--- config.mk ---
export PLATFORM = sky130hd
export DESIGN_NAME = oam_dma_flat
export DESIGN_NICKNAME = d
export VERILOG_FILES = /design/src/rtl/oam_dma_if.sv /design/src/rtl/oam_dma.sv /design/src/flat_wrapper.sv
export SDC_FILE = /design/constraint.sdc
export NUM_CORES = 1
export LEC_CHECK = 0
export BUFFER_PORTS_ARGS = -buffer_cell sky130_fd_sc_hd__buf_2
export CAP_MARGIN = 20
export CORE_MARGIN = 3
export CORE_UTILIZATION = 45
export CTS_CLUSTER_SIZE = 16
export DETAILED_ROUTE_END_ITERATION = 6
export PLACE_DENSITY_LB_ADDON = 0.2
export SETUP_SLACK_MARGIN = 0.2
export SLEW_MARGIN = 20
export SYNTH_ARGS = -nofsm -noshare
export SYNTH_HDL_FRONTEND = slang
export SYNTH_SLANG_ARGS = --single-unit
--- constraint.sdc ---
create_clock -name clk -period 2.8 [get_ports clk]
set_input_delay 0.56 -clock clk [delete_from_list [all_inputs] [get_ports clk]]
set_output_delay 0.56 -clock clk [all_outputs]
set_load 0.02 [all_outputs]
--- src/rtl/oam_dma_if.sv ---
// Bus bundle for the OAM DMA engine: CPU register port plus the MMU-side
// master bus. The engine uses `master`; the surrounding system uses `slave`.
interface oam_dma_if;
  logic [15:0] A_cpu;
  logic [7:0]  Di_cpu;
  logic        wr_cpu;
  logic        rd_cpu;
  logic        cs_reg;
  logic [7:0]  Do_reg;
  logic [15:0] A_dma;
  logic [7:0]  Do_dma;
  logic [7:0]  Di_dma;
  logic        rd_dma;
  logic        wr_dma;
  logic        busy;

  modport master (
    input  A_cpu, Di_cpu, wr_cpu, rd_cpu, Di_dma,
    output cs_reg, Do_reg, A_dma, Do_dma, rd_dma, wr_dma, busy
  );

  modport slave (
    output A_cpu, Di_cpu, wr_cpu, rd_cpu, Di_dma,
    input  cs_reg, Do_reg, A_dma, Do_dma, rd_dma, wr_dma, busy
  );
endinterface

--- src/rtl/oam_dma.sv ---
// Game Boy OAM DMA: a write to FF46 copies LENGTH bytes from page XX00 to
// FE00, one read/write pair every TICKS_PER_BYTE clocks.
module oam_dma #(
  parameter int unsigned TICKS_PER_BYTE = 4,
  parameter int unsigned LENGTH         = 160
) (
  input  logic       clk,
  input  logic       reset,
  oam_dma_if.master  bus
);

  localparam int unsigned         TICK_W    = $clog2(TICKS_PER_BYTE);
  localparam logic [15:0]         REG_ADDR  = 16'hFF46;
  localparam logic [15:0]         OAM_BASE  = 16'hFE00;
  localparam logic [TICK_W-1:0]   TICK_LAST = TICK_W'(TICKS_PER_BYTE - 1);
  localparam logic [TICK_W-1:0]   TICK_WR   = TICK_W'(1);
  localparam logic [7:0]          IDX_LAST  = 8'(LENGTH - 1);

  typedef enum logic [1:0] {
    IDLE  = 2'd0,
    START = 2'd1,
    XFER  = 2'd2
  } state_e;

  state_e            state_q;
  logic [7:0]        page_q;
  logic [7:0]        idx_q;
  logic [TICK_W-1:0] tick_q;
  logic [7:0]        data_q;

  logic trig_c;
  logic cs_c;
  logic rd_c;
  logic wr_c;
  logic unused_rd;

  // The CPU read strobe carries no side effects for this register.
  assign unused_rd = bus.rd_cpu;

  assign cs_c   = (bus.A_cpu == REG_ADDR);
  assign trig_c = bus.wr_cpu && cs_c;
  assign rd_c   = (state_q == XFER) && (tick_q == '0);
  assign wr_c   = (state_q == XFER) && (tick_q == TICK_WR);

  // A trigger restarts from any state; an in-flight byte is simply dropped.
  always_ff @(posedge clk) begin
    if (reset) begin
      state_q <= IDLE;
      page_q  <= 8'h00;
      idx_q   <= 8'h00;
      tick_q  <= '0;
      data_q  <= 8'h00;
    end else if (trig_c) begin
      state_q <= START;
      page_q  <= bus.Di_cpu;
      idx_q   <= 8'h00;
      tick_q  <= '0;
    end else begin
      case (state_q)
        START: state_q <= XFER;
        XFER: begin
          if (rd_c) begin
            data_q <= bus.Di_dma;
          end
          if (tick_q == TICK_LAST) begin
            tick_q <= '0;
            if (idx_q == IDX_LAST) begin
              state_q <= IDLE;
            end else begin
              idx_q <= idx_q + 8'd1;
            end
          end else begin
            tick_q <= tick_q + TICK_W'(1);
          end
        end
        default: state_q <= IDLE;
      endcase
    end
  end

  assign bus.cs_reg = cs_c;
  assign bus.Do_reg = cs_c ? page_q : 8'h00;
  assign bus.rd_dma = rd_c;
  assign bus.wr_dma = wr_c;
  assign bus.Do_dma = wr_c ? data_q : 8'h00;
  assign bus.busy   = (state_q != IDLE);

  // Address bus idles at zero; destination stays inside FE00-FEFF.
  always_comb begin
    bus.A_dma = 16'h0000;
    if (rd_c) begin
      bus.A_dma = {page_q, idx_q};
    end else if (wr_c) begin
      bus.A_dma = OAM_BASE + {8'h00, idx_q};
    end
  end

endmodule

--- src/flat_wrapper.sv ---
// flat-port wrapper written by rule: the top's interface ports become plain ports
module oam_dma_flat 
#(
  parameter int unsigned TICKS_PER_BYTE = 4,
  parameter int unsigned LENGTH         = 160
)
  (clk, reset, bus_A_cpu, bus_Di_cpu, bus_wr_cpu, bus_rd_cpu, bus_Di_dma, bus_cs_reg, bus_Do_reg, bus_A_dma, bus_Do_dma, bus_rd_dma, bus_wr_dma, bus_busy);
  oam_dma_if bus_i ();
  input  logic clk;
  input  logic reset;
  input wire logic [$bits(bus_i.A_cpu)-1:0] bus_A_cpu;
  input wire logic [$bits(bus_i.Di_cpu)-1:0] bus_Di_cpu;
  input wire logic [$bits(bus_i.wr_cpu)-1:0] bus_wr_cpu;
  input wire logic [$bits(bus_i.rd_cpu)-1:0] bus_rd_cpu;
  input wire logic [$bits(bus_i.Di_dma)-1:0] bus_Di_dma;
  output wire logic [$bits(bus_i.cs_reg)-1:0] bus_cs_reg;
  output wire logic [$bits(bus_i.Do_reg)-1:0] bus_Do_reg;
  output wire logic [$bits(bus_i.A_dma)-1:0] bus_A_dma;
  output wire logic [$bits(bus_i.Do_dma)-1:0] bus_Do_dma;
  output wire logic [$bits(bus_i.rd_dma)-1:0] bus_rd_dma;
  output wire logic [$bits(bus_i.wr_dma)-1:0] bus_wr_dma;
  output wire logic [$bits(bus_i.busy)-1:0] bus_busy;
  assign bus_i.A_cpu = bus_A_cpu;
  assign bus_i.Di_cpu = bus_Di_cpu;
  assign bus_i.wr_cpu = bus_wr_cpu;
  assign bus_i.rd_cpu = bus_rd_cpu;
  assign bus_i.Di_dma = bus_Di_dma;
  assign bus_cs_reg = bus_i.cs_reg;
  assign bus_Do_reg = bus_i.Do_reg;
  assign bus_A_dma = bus_i.A_dma;
  assign bus_Do_dma = bus_i.Do_dma;
  assign bus_rd_dma = bus_i.rd_dma;
  assign bus_wr_dma = bus_i.wr_dma;
  assign bus_busy = bus_i.busy;
  oam_dma #(.TICKS_PER_BYTE(TICKS_PER_BYTE), .LENGTH(LENGTH)) u_core (.clk(clk), .reset(reset), .bus(bus_i));
endmodule
==> metrics.txt <==
Starting Density=0.488; final worst slack=0.331 ns; register area=561 µm²; drt total wl=4130 µm; Leak=1.04 nW; # clock sinks=28; 1st-pass router iterations=4; worst rel slew slack=0.674; routed vias/inst=5.51; post-synth top area cell=dfxtp_1; CTS tree=done; die width=67.4 µm; vias=1737; Setup TNS=0 ns; worst hold path class=in -> reg; I/O pin count=72; worst vdd ir=0.251 mV; top cells by area, synth=dfxtp_1 (33%), and2_1 (5.5%), a21oi_1 (4.4%); clock latency on the worst-skew pair=0.27 ns; multi-input logic area=0.00102 mm²; gp weighted congestion=0.814; CP Capture Type=primary output; remaining antenna violation count=0; Slew Viols, Final=0; residual DRC count=0; largest net degree at the start of global routing=42; CP required=2.24 ns; Seq cells post-synth=28; NumNets Final=310; RSZ-0062 raised after global routing=no; Filler cells=348; crit start category=primary input; routed length per instance=13.1 µm; first-pass GRT wire length=6890 µm; post-CTS setup buffers=0; Ys Warns=0; f_max=405 MHz; Syn Area/Cell=8.22 µm²; Clock transition at path regs=0.09 ns; Post-synth ARST share=0; post-DP HPWL=3040 µm; top_reg_cell synth=dfxtp_1; Core ar.=0.00347 mm²; clk buf depth=2; DP Worst Slack=0.325 ns; Worst Tran Pin Value=0.476 ns; Synth-to-Final Area Change=24.7%; status=completed; Crit Path Class=in -> out; Seq/Total Area, Yosys=0.331; Antenna Cells=0; # rows=21; most instantiated library cell after synthesis=dfxtp_1; Final setup violation count=0; Syn Inst Count=206; GRT Overall Usage=0.197; crit share post-route=0.882; Crit Path Max Fanout=10; clock skew=0.00605 ns; Die Y=67.4 µm; total CTS buffers=3; Root Driver=clkbuf_8; Mapped Nets=246; synthesized cell area=0.00169 mm²; Netlist cell types=40; vias in the first global route=1490; synth cell count leaders=dfxtp_1 (28), nand2_1 (20), a21oi_1 (15), and2_1 (15), clkbuf_1 (11); layout cells sized above 1=0.312; number of flops mapped to enable cells by yosys=0; PwrDens=329 mW/mm²; 1st-iter DRT viols=141; post-layout min period=2.47 ns; port bufs=70; die area=0.00454 mm²; Congestion Overflow GR=0; post-route total power=0.695 mW; Synth top area share=0.331; initial antenna violation count=0; CTS H-tree lvls=1; Worst EP arrival=1.91 ns; final hold violations=0; Max-Cap Viols=0
==> logic make-up (layout without fill, tap and decap cells) <==
family / after synthesis / count (layout) / synth area share
AOI/OAI and AO/OA: 53 / 53 / 0.219
xor gates and xnor gates: 5 / 5 / 0.0258
muxes: 1 / 1 / 0.00591
and+or+nand+nor: 91 / 91 / 0.321
adders and majority gates: 4 / 4 / 0.0295
buffers and inverters: 24 / 87 / 0.0679
DFF: 28 / 28 / 0.331
==> registers in the layout, indices dropped and copies added (netlist names) <==
| signal | cells |
|---|---|
| u_core.data_q | 8 |
| u_core.idx_q | 8 |
| u_core.page_q | 8 |
| u_core.state_q | 2 |
| u_core.tick_q | 2 |
==> metal layers <==
| metal | track usage | routed length (µm) |
|---|---|---|
| met1 | 0.257 | 1870 |
| met2 | 0.320 | 1920 |
| met3 | 0.0466 | 295 |
| met4 | 0.0633 | 44 |
| met5 | 0 | 0 |
==> cell type report <==
cell class,count,share of cell area
clock buffer,4,0.0261
inverter,8,0.0142
multi-input combinational,154,0.483
sequential,28,0.265
tap,46,0.0273
timing repair buffer,75,0.184
==> final timing paths <==
| check | depth (start not counted) | endpoint | slack (ns) | from |
|---|---|---|---|---|
| setup / recovery | 5 | bus_Do_reg[4] | 0.33 | bus_A_cpu[5] |
| hold / removal | 2 | u_core.page_q[2]$_SDFFE_PP0P_ | 0.50 | bus_Di_cpu[2] |
| setup reg to reg | 5 | u_core.idx_q[5]$_SDFFE_PP0P_ | 1.01 | u_core.tick_q[0]$_SDFFE_PP0N_ |
| hold reg to reg | 2 | u_core.idx_q[5]$_SDFFE_PP0P_ | 0.51 | u_core.idx_q[5]$_SDFFE_PP0P_ |
==> report_power, final <==
group          leakage [nW]  internal (mW)  switching (mW)
Clock                0.0288          0.126           0.120
Sequential            0.225          0.398      0.00000176
Combinational         0.790         0.0229          0.0277
==> timing repair <==
item                                    in CTS  in global routing
hold buffers                                 0                  0
endpoints found under the setup margin       0                  7
gates resized for setup                      0                  1
==> cells in the final DEF (no fill, tap or decap), types with 2 or more instances in the layout <==
cell type	count
xnor2_1	4
dfxtp_1	28
nor3_1	2
and3_1	10
buf_4	5
nor4b_1	8
nand3b_1	2
nand2b_1	2
a31o_1	8
nand2_1	20
clkbuf_8	4
o311ai_0	8
inv_1	7
a31oi_1	8
ha_1	4
nand4_1	10
nand3_1	2
a21oi_1	15
buf_2	70
a21o_1	9
and2_1	15
nor2_1	9
==> worst max-delay path, stage by stage <==
cell and delay (ns):
buf_2 0.09, or4b_4 0.54, nor4_4 0.36, and2_1 0.19, buf_2 0.16
==> metrics by stage <==
step	cells	util	hold slack [ns]	cell area [µm²]
floorplan	206	-	0.474	1690
global placement	311	0.592	0.502	2050
detailed placement	311	0.592	0.504	2050
CTS	315	0.608	0.494	2110
global route	315	0.609	0.491	2110
finish	315	0.609	0.501	2110
Note: power is estimated with default switching activity, not from simulation.
